===== src/rtl/fp_div_seq.sv =====
// fp_div_seq: sequential binary32 divider, radix-2 restoring, one quotient bit per cycle.
// Denormals flush to zero, exp==255 is infinity, 27-edge latency from accept to valid.
module fp_div_seq (
    input  logic        clk,
    input  logic        rst,
    input  logic        start,
    input  logic [31:0] a,
    input  logic [31:0] b,
    input  logic [2:0]  rnd,
    output logic        ready,
    output logic        valid,
    output logic [31:0] z,
    output logic [5:0]  status
);
    typedef enum logic [1:0] {IDLE, UNPACK, DIVIDE, ROUND} state_t;
    state_t             state_q, state_d;
    logic [31:0]        a_q, a_d, b_q, b_d, z_q, z_d, sz_q, sz_d;
    logic [2:0]         rnd_q, rnd_d;
    logic [5:0]         status_q, status_d;
    logic               ready_q, ready_d, valid_q, valid_d;
    logic               sign_q, sign_d, spec_q, spec_d, snan_q, snan_d;
    logic signed [9:0]  e_q, e_d;
    logic [25:0]        r_q, r_d;
    logic [23:0]        mb_q, mb_d;
    logic [24:0]        q_q, q_d;
    logic [4:0]         cnt_q, cnt_d;
    logic [7:0]         ea, eb;
    logic               za, zb, ia, ib, lt, nan_c, inf_c, zero_c;
    logic [23:0]        ma, mb;
    logic [25:0]        t;
    logic               qb, g, s, lsb, inc, huge, tiny, ovf_inf, unf_min;
    logic [2:0]         m;
    logic [24:0]        sig;
    logic signed [9:0]  er;
    logic [31:0]        zr;
    always_comb begin
        ea      = a_q[30:23];
        eb      = b_q[30:23];
        za      = ea == 8'd0;
        zb      = eb == 8'd0;
        ia      = ea == 8'hFF;
        ib      = eb == 8'hFF;
        ma      = {1'b1, a_q[22:0]};
        mb      = {1'b1, b_q[22:0]};
        lt      = ma < mb;
        nan_c   = (za & zb) | (ia & ib);
        inf_c   = ia | (~za & zb);
        zero_c  = za | ib;
        t       = r_q - {2'b0, mb_q};
        qb      = ~t[25];
        g       = q_q[0];
        lsb     = q_q[1];
        s       = |r_q;
        // Reserved modes 110/111 behave as round-to-nearest-even
        m       = (rnd_q[2:1] == 2'b11) ? 3'd0 : rnd_q;
        inc     = (m == 3'd0) ? g & (lsb | s) :
                  (m == 3'd1) ? 1'b0 :
                  (m == 3'd2) ? ~sign_q & (g | s) :
                  (m == 3'd3) ? sign_q & (g | s) :
                  (m == 3'd4) ? g & (s | ~sign_q) : (g | s);
        sig     = {2'b01, q_q[23:1]} + {24'd0, inc};
        er      = e_q + {9'd0, sig[24]};
        huge    = er >= 10'sd255;
        tiny    = er <= 10'sd0;
        ovf_inf = (m == 3'd0) | (m == 3'd4) | (m == 3'd5) | ((m == 3'd2) & ~sign_q) | ((m == 3'd3) & sign_q);
        unf_min = (m == 3'd5) | ((m == 3'd2) & ~sign_q) | ((m == 3'd3) & sign_q);
        zr      = spec_q ? sz_q :
                  huge   ? (ovf_inf ? {sign_q, 8'hFF, 23'd0} : {sign_q, 31'h7F7FFFFF}) :
                  tiny   ? (unf_min ? {sign_q, 31'h00800000} : {sign_q, 31'd0}) :
                           {sign_q, er[7:0], sig[22:0]};
        state_d  = state_q;
        a_d      = a_q;
        b_d      = b_q;
        rnd_d    = rnd_q;
        z_d      = z_q;
        status_d = status_q;
        ready_d  = ready_q;
        valid_d  = 1'b0;
        sign_d   = sign_q;
        spec_d   = spec_q;
        snan_d   = snan_q;
        sz_d     = sz_q;
        e_d      = e_q;
        r_d      = r_q;
        mb_d     = mb_q;
        q_d      = q_q;
        cnt_d    = cnt_q;
        case (state_q)
            IDLE: if (start) begin
                a_d     = a;
                b_d     = b;
                rnd_d   = rnd;
                ready_d = 1'b0;
                state_d = UNPACK;
            end
            UNPACK: begin
                sign_d  = a_q[31] ^ b_q[31];
                spec_d  = nan_c | inf_c | zero_c;
                snan_d  = nan_c;
                sz_d    = nan_c ? 32'h7F800000 : inf_c ? {sign_d, 8'hFF, 23'd0} : {sign_d, 31'd0};
                e_d     = $signed({2'b0, ea}) - $signed({2'b0, eb}) + 10'sd127 - $signed({9'd0, lt});
                // Pre-normalise so the quotient lands in [1,2)
                r_d     = lt ? {1'b0, ma, 1'b0} : {2'b0, ma};
                mb_d    = mb;
                q_d     = 25'd0;
                cnt_d   = 5'd0;
                state_d = DIVIDE;
            end
            DIVIDE: begin
                r_d     = (qb ? t : r_q) << 1;
                q_d     = {q_q[23:0], qb};
                cnt_d   = cnt_q + 5'd1;
                state_d = (cnt_q == 5'd24) ? ROUND : DIVIDE;
            end
            default: begin
                z_d      = zr;
                status_d = {~spec_q & (g | s | huge | tiny), ~spec_q & huge, ~spec_q & tiny,
                            spec_q & snan_q, &zr[30:23], ~|zr[30:0]};
                valid_d  = 1'b1;
                ready_d  = 1'b1;
                state_d  = IDLE;
            end
        endcase
    end
    always_ff @(posedge clk or negedge rst) begin
        if (!rst) begin
            state_q  <= IDLE;
            a_q      <= '0;
            b_q      <= '0;
            rnd_q    <= '0;
            z_q      <= '0;
            status_q <= '0;
            ready_q  <= 1'b1;
            valid_q  <= 1'b0;
            sign_q   <= 1'b0;
            spec_q   <= 1'b0;
            snan_q   <= 1'b0;
            sz_q     <= '0;
            e_q      <= '0;
            r_q      <= '0;
            mb_q     <= '0;
            q_q      <= '0;
            cnt_q    <= '0;
        end else begin
            state_q  <= state_d;
            a_q      <= a_d;
            b_q      <= b_d;
            rnd_q    <= rnd_d;
            z_q      <= z_d;
            status_q <= status_d;
            ready_q  <= ready_d;
            valid_q  <= valid_d;
            sign_q   <= sign_d;
            spec_q   <= spec_d;
            snan_q   <= snan_d;
            sz_q     <= sz_d;
            e_q      <= e_d;
            r_q      <= r_d;
            mb_q     <= mb_d;
            q_q      <= q_d;
            cnt_q    <= cnt_d;
        end
    end
    assign ready  = ready_q;
    assign valid  = valid_q;
    assign z      = z_q;
    assign status = status_q;
endmodule


===== config.mk =====
export PLATFORM = sky130hd
export DESIGN_NAME = fp_div_seq
export DESIGN_NICKNAME = d
export VERILOG_FILES = /design/src/rtl/fp_div_seq.sv
export SDC_FILE = /design/constraint.sdc
export NUM_CORES = 1
export LEC_CHECK = 0
export ABC_AREA = 1
export CORE_UTILIZATION = 55
export DETAILED_ROUTE_END_ITERATION = 8
export PLACE_DENSITY = 0.77
export SYNTH_ARGS = -nofsm -noshare
export SYNTH_HDL_FRONTEND = slang
export SYNTH_SLANG_ARGS = --single-unit

===== constraint.sdc =====
create_clock -name clk -period 9.65 [get_ports clk]
set_input_delay 1.93 -clock clk [delete_from_list [all_inputs] [get_ports clk]]
set_output_delay 1.93 -clock clk [all_outputs]
set_load 0.01 [all_outputs]

==> summary.md <==
| Metric | Value |
|---|---|
| # fillers | 1941 |
| DRC Markers | 0 |
| Number of distinct library cells after synthesis | 54 |
| Detailed-route wire length | 33.3 mm |
| Vertical extent of the die | 152 um |
| Number of placement rows | 54 |
| Max stage delay on crit path | 450 ps |
| Data arrival time of the worst path | 6420 ps |
| RSZ-0062 raised after global routing | no |
| Total routing usage reported by global routing | 29.3% |
| Netlist area before placement | 12400 sq um |
| Number of synthesized flops with an enable pin | 0 |
| Initial antenna violation count | 0 |
| Top routing layer in use | met4 |
| Relative area change from synthesis to final layout | 16.9% |
| Post-CTS sizing | 0 |
| Number of pins with negative max-slew slack in the final report | 0 |
| Final-report setup violation count | 0 |
| Maximum clock rate | 168 MHz |
| Final Cell Area | 14500 sq um |
| Total grt overflow | 0 |
| Pre-CTS WS | 3790 ps |
| Ranking of synthesized cells by area | dfrtp_1, nand2_1, ha_1 |
| Proportion of layout cells with a drive suffix above 1 | 4.91% |
| Avg Cell Area, Syn | 7.53 sq um |
| Share of the synthesized area in the top cell type | 40.6% |
| Average detailed-routed wire length per instance | 16.4 um |
| Final worst-path setup slack | 3690 ps |
| Ys async rst share | 100% |
| Worst R2R End | status[0] |
| Antenna Cells | 0 |
| Capture point of the critical path | status[0] |
| Slew margin rel. | 24.0% |
| Filler-free cell count of the finished design | 2033 |
| Cell chosen for the clock root | clkbuf_16 |
| Clock-pin slew on the worst setup and hold paths | 60 ps |
| Die Width | 152 um |
| Worst supply voltage drop on vdd | 0.236 mV |
| Wire length of the first global-routing pass | 55.4 mm |
| Slew at the pin closest to its max-slew limit | 1140 ps |
| Crit Path Class | register to register |
| Placed cell area | 13700 sq um |
| Leading register cell type out of synthesis | dfrtp_1 |
| Routed wl met2 | 14.6 mm |
| Setup Buffers After CTS | 0 |
| Total met3 wirelength after detailed routing | 2.61 mm |
| Pin count of the biggest net entering global routing | 127 |
| Startpoint of the most critical setup path | r_q[24] |
| Detailed-route wire length on metal 1 | 15.5 mm |
| ANT nets after route | 0 |
| Via count normalized by instance count | 5.61 |
| Starting Density | 56.5% |
| TritonCTS clock tree | yes |
| Sequential cell area fraction in the yosys report | 40.8% |
| PD cells | 423 nW/um^2 |
| Slack of the worst reg-to-reg path | 3690 ps |
| Library cell occupying the most area in the post-synthesis netlist | dfrtp_1 |
| Mapped Nets | 1797 |
| Number of cells produced by synthesis | 1652 |
| Num ports | 110 |
| Setup_tns | 0 ps |
| Total via count after detailed routing | 11400 |
| Synthesis warning total | 0 |
| R2r startpoint | r_q[24] |
| Cell at the slowest stage of the critical path | dfrtp_1 |
| Die Outline Area | 23200 sq um |
| Area of all sequential standard cells | 5080 sq um |
| Clock buffer depth | 3 |
| Inserted Clock Buffers | 24 |
| Leakage power | 7.00 nW |
| Count of max-cap constraint violations | 0 |
| Area of the multi-input gates | 6270 sq um |
| Result of the run | finished, final reports clean |
| Reg2Reg Depth | 37 |
| Category of the worst setup path capture point | register |
| Maximum level of the CTS H-tree | 1 |
| Placed cell count | 1991 |
| Worst path required time | 10110 ps |
| Number of nets in the layout | 1882 |
| First-iteration detailed-routing DRC count | 939 |
| Number of global-route vias before repair | 11029 |
| Final hold viol count | 0 |
| CTS sink cnt | 203 |
| Fin crit period | 5960 ps |
| Max Fanout on Critical Path | 29 |
| Clock latency of the later-clocked register in the worst-skew pair | 530 ps |
| Post-cts hold buffer count | 0 |
| Number of flip-flops and latches in the synthesized netlist | 203 |
| Half-perimeter wire length after placement | 24.9 mm |
| Worst min path class | register to register |
| Detailed Routing Iterations Pass 1 | 8 |
| Core area | 22000 sq um |
| Dominant cell type by count on the critical path | nand2_1 |
| Final period util | 61.8% |
| CP startpoint kind | register |
| Final setup skew | 17.8 ps |
| Port Buffer Count | 109 |
| Placer Congestion | 0.943 |
==> cell usage after synthesis (4+ instances only) <==
master and n:
buf_2 7, mux2_2 11, nand3_1 130, nor2_1 149
clkbuf_1 41, nand4_1 15, a21oi_1 125, or2_2 7
nand2_1 360, nor3_1 20, xor2_1 22, o21ai_1 7
o21ai_0 108, nand2_2 6, nor2_2 5, o21bai_1 7
o211ai_1 38, nor3b_1 5, a21o_1 4, o22ai_1 27
inv_1 221, ha_1 72, buf_1 5, dfrtp_1 202
nor4_1 10
==> layout make-up <==
type	count	share of cell area, %
multi-input combinational	1166	43.1
sequential	203	34.9
inverter	225	5.81
clock inverter	7	1.02
tap	280	2.41
clock buffer	35	4.76
timing repair buffer	117	7.94
==> routing by layer <==
| metal | global-route usage, % | vias up |
|---|---|---|
| li1 | - | 5633 |
| met1 | 42.2 | 5364 |
| met2 | 45.6 | 354 |
| met3 | 6.23 | 49 |
| met4 | 6.20 | 0 |
| met5 | 0 | - |
==> registers in the layout, indices dropped and copies added, names as in the netlist, 2 cells and up <==
register	count
a_q	32
b_q	32
cnt_q	5
e_q	10
mb_q	24
q_q	24
r_q	26
rnd_q	3
state_q	2
status	6
sz_q	2
z	32
==> worst min-delay path by stage <==
stage                        start        to  cells past startpoint
after floorplan           mb_q[23]  mb_q[23]                      2
after global placement      b_q[4]   mb_q[4]                      2
after detailed placement     z[12]     z[12]                      2
after CTS                 cnt_q[4]  cnt_q[4]                      1
after global routing          z[9]      z[9]                      2
final                        z[12]     z[12]                      2
==> worst max-delay path, delay by kind of cell, from the launching register on <==
family,cells,cell delay [ps]
AND/OR/NAND/NOR,29,4100
adder cells (fa/ha/maj),4,990
AO/OA/AOI/OAI,3,300
flip-flops,1,450
buffers and inverters,1,50
==> logic make-up (layout without fill, tap and decap cells) <==
logic type	count (synthesis)	in the layout	share of synthesized area, %
AO/OA/AOI/OAI	337	337	15.3
multiplexers	11	11	0.995
adder cells (fa/ha/maj)	75	75	7.72
XOR/XNOR	25	25	1.76
AND/OR/NAND/NOR	718	718	24.6
flip-flops	203	203	40.8
buffers and inverters	283	384	8.85
==> stage by stage <==
stage | total power, W | util, % | hold WS (ps)
global placement | 0.00503 | 62.2 | 455
finish | 0.00616 | 66.0 | 479
global route | 0.00674 | 66.0 | 504
floorplan | 0.00413 | - | 418
detailed placement | 0.00512 | 62.2 | 467
CTS | 0.00612 | 66.0 | 480
==> report_power, final <==
| group | leakage (nW) | switching [W] | internal (W) | total (W) |
|---|---|---|---|---|
| sequential | 2.46 | 0.000258 | 0.00122 | 0.00148 |
| combinational | 4.14 | 0.00238 | 0.00133 | 0.00371 |
| clock | 0.406 | 0.000361 | 0.000602 | 0.000963 |
==> cell usage in the layout (no fill, tap or decap), types with 10 or more instances in the layout <==
master	instances
nand2_1	359
inv_1	221
dfrtp_1	202
nor2_1	149
nand3_1	130
a21oi_1	125
o21ai_0	108
clkdlybuf4s50_1	108
ha_1	71
o211ai_1	38
o22ai_1	27
clkbuf_16	24
xor2_1	22
nor3_1	20
nand4_1	15
mux2_2	11
nor4_1	10
No activity file was read; power rests on OpenSTA's default activity.
